`src/rtl/pf_pkg.sv`:
```
// Shared types, constants and saturating helpers for the moving-platform controller.
package pf_pkg;

    localparam int unsigned OFS_W  = 10;
    localparam int unsigned HOLD_W = 6;
    localparam int unsigned DEB_W  = 2;
    localparam int unsigned N_BTN  = 4;
    localparam int unsigned N_PF   = 2;

    localparam logic [OFS_W-1:0]  STEP        = 10'd2;
    localparam logic [OFS_W-1:0]  RET_STEP    = 10'd1;
    localparam logic [OFS_W-1:0]  MAX_TRAVEL  = 10'd48;
    localparam logic [HOLD_W-1:0] HOLD_FRAMES = 6'd60;
    localparam logic [DEB_W-1:0]  DEB_FRAMES  = 2'd2;
    localparam logic [OFS_W-1:0]  PF_W        = 10'd48;
    localparam logic [OFS_W-1:0]  PF_H        = 10'd16;

    typedef enum logic [1:0] {
        IDLE    = 2'd0,
        ADVANCE = 2'd1,
        HOLD    = 2'd2,
        RETURN  = 2'd3
    } pf_state_t;

    // Add one bit wider than the offset, then clamp to lim so the sum can never wrap.
    function automatic logic [OFS_W-1:0] sat_add(
        input logic [OFS_W-1:0] a,
        input logic [OFS_W-1:0] b,
        input logic [OFS_W-1:0] lim
    );
        logic [OFS_W:0] s;
        s = {1'b0, a} + {1'b0, b};
        return (s > {1'b0, lim}) ? lim : s[OFS_W-1:0];
    endfunction

    // Subtract one bit wider than the offset; a borrow means the result floors at zero.
    function automatic logic [OFS_W-1:0] sat_sub(
        input logic [OFS_W-1:0] a,
        input logic [OFS_W-1:0] b
    );
        logic [OFS_W:0] s;
        s = {1'b0, a} - {1'b0, b};
        return s[OFS_W] ? '0 : s[OFS_W-1:0];
    endfunction

endpackage

```
`src/rtl/pf_axis.sv`:
```
// Single-platform vertical motion: FSM, offset register and post-release hold timer.
module pf_axis
    import pf_pkg::*;
(
    input  logic             frame_clk,
    input  logic             Reset,
    input  logic             req,
    output logic [OFS_W-1:0] offset,
    output logic             moving,
    output logic             at_max
);

    pf_state_t         state;
    pf_state_t         state_nxt;
    logic [HOLD_W-1:0] hold_cnt;
    logic [HOLD_W-1:0] hold_nxt;
    logic [OFS_W-1:0]  offset_nxt;
    logic              moving_nxt;
    logic              at_max_nxt;

    // State register; offset and flags are registered together so they always agree.
    always_ff @(posedge frame_clk or posedge Reset) begin
        if (Reset) begin
            state    <= IDLE;
            hold_cnt <= '0;
            offset   <= '0;
            moving   <= 1'b0;
            at_max   <= 1'b0;
        end else begin
            state    <= state_nxt;
            hold_cnt <= hold_nxt;
            offset   <= offset_nxt;
            moving   <= moving_nxt;
            at_max   <= at_max_nxt;
        end
    end

    // Next-state: a request always wins, so a reversal out of RETURN costs no frame.
    always_comb begin
        state_nxt = state;
        case (state)
            IDLE: begin
                if (req) state_nxt = ADVANCE;
            end
            ADVANCE: begin
                if (!req) state_nxt = HOLD;
            end
            HOLD: begin
                if (req)
                    state_nxt = ADVANCE;
                else if (hold_cnt == HOLD_W'(HOLD_FRAMES - 6'd1))
                    state_nxt = RETURN;
            end
            RETURN: begin
                if (req)
                    state_nxt = ADVANCE;
                else if (offset <= RET_STEP)
                    state_nxt = IDLE;
            end
            default: state_nxt = IDLE;
        endcase
    end

    // Datapath keyed on the state being entered, so motion starts on the transition edge.
    always_comb begin
        offset_nxt = offset;
        hold_nxt   = '0;
        case (state_nxt)
            IDLE:    offset_nxt = '0;
            ADVANCE: offset_nxt = sat_add(offset, STEP, MAX_TRAVEL);
            HOLD:    hold_nxt   = (state == HOLD) ? HOLD_W'(hold_cnt + 6'd1) : '0;
            RETURN:  offset_nxt = sat_sub(offset, RET_STEP);
            default: offset_nxt = '0;
        endcase
        moving_nxt = (state_nxt == ADVANCE) || (state_nxt == RETURN);
        at_max_nxt = (offset_nxt == MAX_TRAVEL);
    end

endmodule

```
`src/rtl/pf_lift_ctrl.sv`:
```
// Two-platform lift controller: button debounce, per-platform motion, fixed base positions.
module pf_lift_ctrl
    import pf_pkg::*;
#(
    parameter logic [OFS_W-1:0] PF0_X = 10'd160,
    parameter logic [OFS_W-1:0] PF0_Y = 10'd240,
    parameter logic [OFS_W-1:0] PF1_X = 10'd400,
    parameter logic [OFS_W-1:0] PF1_Y = 10'd176
) (
    input  logic             frame_clk,
    input  logic             Reset,
    input  logic [N_BTN-1:0] buttonOn,
    output logic [OFS_W-1:0] buttonMotion [N_PF],
    output logic [OFS_W-1:0] pfX          [N_PF],
    output logic [OFS_W-1:0] pfY          [N_PF],
    output logic [N_PF-1:0]  pf_moving,
    output logic [N_PF-1:0]  pf_at_max
);

    logic [DEB_W-1:0] deb_cnt [N_BTN];
    logic [N_BTN-1:0] pressed;
    logic [N_PF-1:0]  req;

    // Per-button saturating debounce counters; any low frame clears the count.
    always_ff @(posedge frame_clk or posedge Reset) begin
        if (Reset) begin
            for (int i = 0; i < int'(N_BTN); i++) deb_cnt[i] <= '0;
        end else begin
            for (int i = 0; i < int'(N_BTN); i++) begin
                if (!buttonOn[i])
                    deb_cnt[i] <= '0;
                else if (deb_cnt[i] < DEB_FRAMES)
                    deb_cnt[i] <= DEB_W'(deb_cnt[i] + 2'd1);
            end
        end
    end

    // A button counts once it has been seen high for DEB_FRAMES frames.
    always_comb begin
        pressed = '0;
        for (int i = 0; i < int'(N_BTN); i++) pressed[i] = (deb_cnt[i] >= DEB_FRAMES);
    end

    // Either button of a pair raises that platform's request.
    always_comb begin
        req[0] = pressed[0] | pressed[1];
        req[1] = pressed[2] | pressed[3];
    end

    // Base positions are fixed and independent of reset.
    always_comb begin
        pfX[0] = PF0_X;
        pfY[0] = PF0_Y;
        pfX[1] = PF1_X;
        pfY[1] = PF1_Y;
    end

    pf_axis u_axis0 (
        .frame_clk (frame_clk),
        .Reset     (Reset),
        .req       (req[0]),
        .offset    (buttonMotion[0]),
        .moving    (pf_moving[0]),
        .at_max    (pf_at_max[0])
    );

    pf_axis u_axis1 (
        .frame_clk (frame_clk),
        .Reset     (Reset),
        .req       (req[1]),
        .offset    (buttonMotion[1]),
        .moving    (pf_moving[1]),
        .at_max    (pf_at_max[1])
    );

endmodule
```
`config.mk`:
```
export PLATFORM = sky130hd
export DESIGN_NAME = pf_lift_ctrl
export DESIGN_NICKNAME = d
export VERILOG_FILES = /design/src/rtl/pf_pkg.sv /design/src/rtl/pf_axis.sv /design/src/rtl/pf_lift_ctrl.sv
export SDC_FILE = /design/constraint.sdc
export NUM_CORES = 1
export LEC_CHECK = 0
export ABC_AREA = 1
export BUFFER_PORTS_ARGS = -buffer_cell sky130_fd_sc_hd__buf_2
export CAP_MARGIN = 25
export CORE_MARGIN = 2
export CORE_UTILIZATION = 45
export DETAILED_ROUTE_END_ITERATION = 8
export HOLD_SLACK_MARGIN = 0.15
export PLACE_DENSITY = 0.67
export SLEW_MARGIN = 5
export SYNTH_ARGS = -nofsm -noshare
export SYNTH_HDL_FRONTEND = slang
export SYNTH_SLANG_ARGS = --single-unit
```
`constraint.sdc`:
```
create_clock -name frame_clk -period 2.63 [get_ports frame_clk]
set_input_delay 0.3945 -clock frame_clk [delete_from_list [all_inputs] [get_ports frame_clk]]
set_output_delay 0.3945 -clock frame_clk [all_outputs]
set_load 0.02 [all_outputs]
```
* Yosys cells after proc, flatten, opt, wreduce, memory -nomap -nowiden *
Cells that the tools add are included.

word-level totals
  register bits = 48
  input port bits = 6
  output and inout bits = 64
  word-level logic and storage cells = 96

operators by class
  $add $sub $neg = 10
  order comparisons = 12
  equal/unequal tests = 20
  muxes and demuxes = 32
  bitwise operators = 2
  reductions and logical operators = 6

operators with widths
  operator               count
  $pmux 10 s3            2
  $mux 10                4
  $mux 2                 20
  $mux 6                 4
  $add 10x2->11 const B  2
  $gt 11x6->1 const B    2
  $sub 10x1->11 const B  2
  $eq 10x6->1 const B    2
  $le 10x1->1 const B    2
  $eq 2x2->1 const B     8
  $pmux 2 s4             2
  $add 6x1->6 const B    2
  $eq 6x6->1 const B     2
  $add 2x1->2 const B    4
  $eq 2x1->1 const B     4
  $ge 2x2->1 const B     4
  $logic_not 2->1        4
  $lt 2x2->1 const B     4
  $ne 2x1->1 const B     4
  $logic_or 1x1->1       2
  $or 1x1->1             2

* Logic depth before layout (Yosys ltp) *
  depth in word-level cells = 7
  mapped depth = 17

* Modules after synthesis *
Synthesis repeated with hierarchy kept, for this count alone.

unflattened totals
  cell total of the unflattened synthesis = 573
  area, all modules = 3967.6 um2

modules (own cells, without submodules)
  module             times used  cells each  area an instance (um2)  seq. area each (um2)
  pf_axis (u_axis1)  1           244         1634.1                  475.5
  pf_axis (u_axis0)  1           246         1624.1                  475.5
  pf_lift_ctrl       1           83          709.4                   200.2

* Worst setup path before layout *
OpenSTA, ideal clock, no wires.

  path kind = reg-to-reg
  start = reg u_axis0.offset[1]
  end = reg u_axis0.at_max
  arrival time = 1.979 ns
  slack = 0.582 ns
  stages on the path, launching flop included = 17
  buffers on the path = 1
  clock period less this slack = 2.048 ns
  path through = dfrtp_1 -> inv_1 -> ha_1 -> nand2_1 -> nand2_1 -> nor2_4 -> nand2_2 -> o21ai_2 -> nand2_4 -> buf_6 -> nand4_1 -> nand2_1 -> nor2_2 -> nand2_1 -> nor2_1 -> nand2_1 -> nor2_2

on the way
  word-level cells in the longest chain between the ends = 7
  elaborated cells on any way between the ends = 14

ends and longest elaborated chain
  what                                                   RTL line       source
  from (decl)                                            pf_axis.sv:8   output logic [OFS_W-1:0] offset,
  from (signal assigned)                                 pf_axis.sv:32  offset <= offset_nxt;
  branches (longest 5 deep; another with $add 10x2->11)  -
  $pmux 10 s3 (*)                                        pf_axis.sv:68  case (state_nxt)
  $eq 10x6->1 (*)                                        pf_axis.sv:76  at_max_nxt = (offset_nxt == MAX_TRAVEL);
  named net u_axis0.at_max_nxt                           pf_axis.sv:19  logic at_max_nxt;
  to (signal assigned)                                   pf_axis.sv:34  at_max <= at_max_nxt;
  to (decl)                                              pf_axis.sv:10  output logic at_max

Mark *: on every way through the listed nets, which the timed path passes.
A chain may end at the register's enable or synchronous reset.

* Worst setup path after layout *
  start = reg u_axis1.offset[1]
  end = reg u_axis1.at_max

on the way
  word-level cells in the longest chain between the ends = 7
  elaborated cells on any way between the ends = 14

ends and longest elaborated chain
  what                                                   RTL line       source
  from (decl)                                            pf_axis.sv:8
  from (signal assigned)                                 pf_axis.sv:32
  branches (longest 5 deep; another with $add 10x2->11)  -
  $pmux 10 s3 (*)                                        pf_axis.sv:68
  named net u_axis1.offset_nxt[6]                        pf_axis.sv:17  logic [OFS_W-1:0] offset_nxt;
  $eq 10x6->1 (*)                                        pf_axis.sv:76
  named net u_axis1.at_max_nxt                           pf_axis.sv:19
  to (signal assigned)                                   pf_axis.sv:34
  to (decl)                                              pf_axis.sv:10

Marked as above.

==> reports/metrics.yaml <==
status:
  status: "completed"
detailed_routing:
  drc_errors: 0
  wl_um: 7370
  drtPass1Iterations: 5
  routed_via_density: 4.78
  routedWlPerCell_um: 11.5
  via_count: 3061
  ant_nets: 0
  drt_iter0_markers: 164
pwr:
  p_int_mw: 1.85
  p_seq_share_pct: 29.7
  p_comb_share_pct: 59.5
  netSwitchingPower_mw: 2.06
  p_clk_share_pct: 10.8
  peakVddDrop_mv: 0.610
  p_leak_nw: 2.09
  swShare_pct: 52.8
  powerDensity_nw_per_um2: 1020
worst_hold_path:
  whs_path_depth: 3
  min_to: "deb_cnt[2]$_DFFE_PP0P_"
  worstHoldStart: "buttonOn[2]"
  hp-class: "input pin to flip-flop"
yosys:
  yosysMostFrequentCell: "nand2_1"
  synth_warnings: 0
  synth_ff_type: "dfrtp_1"
  synth.distinct_cells: 34
  synth_area_sq_um: 3690
  synth.avg_cell_area_sq_um: 7.27
  synth-seq-cells: 46
  synth-async-reset-ratio_pct: 100
  synth_top_area_cell: "dfrtp_1"
  synth_edf_count: 0
  synth.top_cells.by_count: "nand2_1, nor2_1, inv_1"
  synth_seq_area_share_pct: 31.2
  synth_area_leaders: "dfrtp_1, nand2_1, buf_4, nor2_1, inv_1"
  netlist_instances: 508
  yosysTopAreaCellShare_pct: 31.2
finish:
  fin_area_sq_um: 3840
  multi_input_area_sq_um: 2000
  stdcell_count: 640
  diodes: 0
  fillCellCount: 847
  regArea_sq_um: 1150
  nets: 557
  area_delta_synth_final_pct: 4.06
  drive_gt1_share_pct: 16.3
global_route:
  grtUsageTotal_pct: 17.9
  grt_pass1_wl_um: 12900
  antenna_found_initial: 0
  grt_pass1_vias: 2944
  grt_max_degree: 47
  globalRouteOverflowTotal: 0
timing:
  fmax_mhz: 433
  timing.final.ws_setup_ns: 0.321
  period_needed_ns: 2.31
  relSlewSlack_pct: 62.6
  hold_violations: 0
  clock_skew_ns: 0.0117
  tightestPinTransition_ns: 0.561
  tns_ns: 0
  maxSlewViolCount: 0
  finalCritPeriodShare_pct: 87.8
  rsz0062_at_grt: "false"
  setup_violations: 0
clock_tree:
  cts_buffers: 5
  cts_tree: "done"
  cts_setup_buffers: 0
  insertion_delay_ns: 0.30
  htreeDepth: 2
  numClockSinks: 46
  cts.path.max_buffers: 2
  clockRootBuffer: "clkbuf_8"
  clk_pin_slew_worst_paths_ns: 0.09
worst_setup_path:
  cp_max_fo: 11
  crit_arrival_ns: 2.50
  r2r-start: "u_axis1.offset[1]$_DFF_PP0_"
  required_ns: 2.83
  worst-setup-path-type: "flip-flop to flip-flop"
  r2r-end: "u_axis1.at_max$_DFF_PP0_"
  endpoint_kind: "flip-flop"
  r2r_cells: 14
  r2r_setup_slack_ns: 0.32
  critPathLaunchType: "flip-flop"
placement:
  dpl_cell_area_sq_um: 3720
  placed_cells: 630
  portBuffers: 29
  place_congestion: 0.895
  dp_hpwl_um: 5770
  place_ws_ns: 0.340
floorplan:
  start_util_pct: 45.7
  fp.dieW_um: 94.6
  rows: 33
  core_area_sq_um: 8090
  dieArea_sq_um: 8950
  pin_count: 70
  dieHeight_um: 94.6
job:
  max_cap_violations: 0
## flip-flops by register name, indices dropped and copies added, names as in the netlist, 2 cells and up
name              cells
u_axis1.hold_cnt      6
u_axis1.offset       10
u_axis0.offset       10
deb_cnt               8
u_axis0.hold_cnt      6
u_axis0.state         2
## per-stage QoR
stage / power, mW / hold WS [ns] / utilization, %
after global routing: 4.32 / 0.343 / 47.5
final: 3.91 / 0.323 / 47.5
after global placement: 3.45 / 0.445 / 46.0
after floorplan: 3.03 / 0.433 / -
after detailed placement: 3.48 / 0.455 / 46.0
after CTS: 3.93 / 0.312 / 47.1
## routing by layer
metal	share of wire (%)	global-route usage, %	up-vias
met3	4.0	2.23	17
li1	-	-	1557
met4	2.2	6.28	0
met2	50	32.0	77
met1	44	22.1	1410
met5	0	0	-
## logic make-up (layout without fill, tap and decap cells)
family,Yosys count,in the layout,share of synthesized area [%]
AO/OA/AOI/OAI,29,29,4.47
XOR/XNOR,19,19,4.50
AND/OR/NAND/NOR,269,269,35.4
buffers and inverters,126,115,18.6
flip-flops,46,46,31.2
adder cells (fa/ha/maj),17,17,5.76
other,2,40,0.203
## worst max-delay path: stages, from the launching register on
cell	delay [ns]
dfrtp_1	0.51
inv_1	0.18
ha_1	0.25
nand2_1	0.15
nor2_2	0.07
nand3_1	0.10
nand2_1	0.08
nand2_2	0.20
nand3_2	0.16
inv_2	0.14
nand2_1	0.06
o21ai_1	0.13
nor2_1	0.07
nand2_1	0.06
nor2_1	0.04
## power groups by stage
stage	combinational, mW	clock (mW)	sequential (mW)
finish	2.33	0.424	1.16
global route	2.65	0.474	1.19
CTS	2.32	0.446	1.16
detailed placement	2.31	0	1.17
global placement	2.28	0	1.17
floorplan	1.86	0	1.17
## what timing repair did
item	CTS	global route
resized for setup	0	0
hold buffers	0	1
endpoints found under the setup margin	0	0
hold endpoints to repair	0	13
## how the worst max path moves through the flow
stage                                           start                       end  slack (ns)  cells past startpoint
after CTS                 u_axis1.offset[1]$_DFF_PP0_  u_axis1.at_max$_DFF_PP0_        0.31                     14
final                     u_axis1.offset[1]$_DFF_PP0_  u_axis1.at_max$_DFF_PP0_        0.32                     14
after global placement    u_axis1.offset[1]$_DFF_PP0_  u_axis1.at_max$_DFF_PP0_        0.39                     14
after global routing      u_axis1.offset[1]$_DFF_PP0_  u_axis1.at_max$_DFF_PP0_        0.05                     14
after floorplan           u_axis0.offset[1]$_DFF_PP0_  u_axis0.at_max$_DFF_PP0_        0.58                     16
after detailed placement  u_axis1.offset[1]$_DFF_PP0_  u_axis1.at_max$_DFF_PP0_        0.34                     14
## layout make-up
| cell class | instances | area share [%] |
|---|---|---|
| Sequential cell | 46 | 29.9 |
| Clock buffer | 5 | 1.79 |
| Inverter | 73 | 7.13 |
| Clock inverter | 3 | 0.553 |
| Timing Repair Buffer | 34 | 5.14 |
| Tap cell | 105 | 3.42 |
| Multi-Input combinational cell | 374 | 52.0 |
## cell usage in the layout, fill, tap and decap left out, types with 2 or more instances in the layout
master      n
nand2_1   104
nor2_1     71
inv_1      63
dfrtp_1    46
conb_1     40
nand3_1    29
buf_2      29
nand4_1    23
ha_1       17
xor2_1     14
nor2_2     13
o21ai_0     9
a21oi_1     8
nand2_2     7
inv_2       7
nor2_4      6
nand3_2     6
o21ai_1     5
xnor2_1     5
clkbuf_8    5
a21boi_0    4
clkinv_1    3
buf_4       3
nand3b_1    2
nor3_1      2
(Power assumes the default switching activity.)
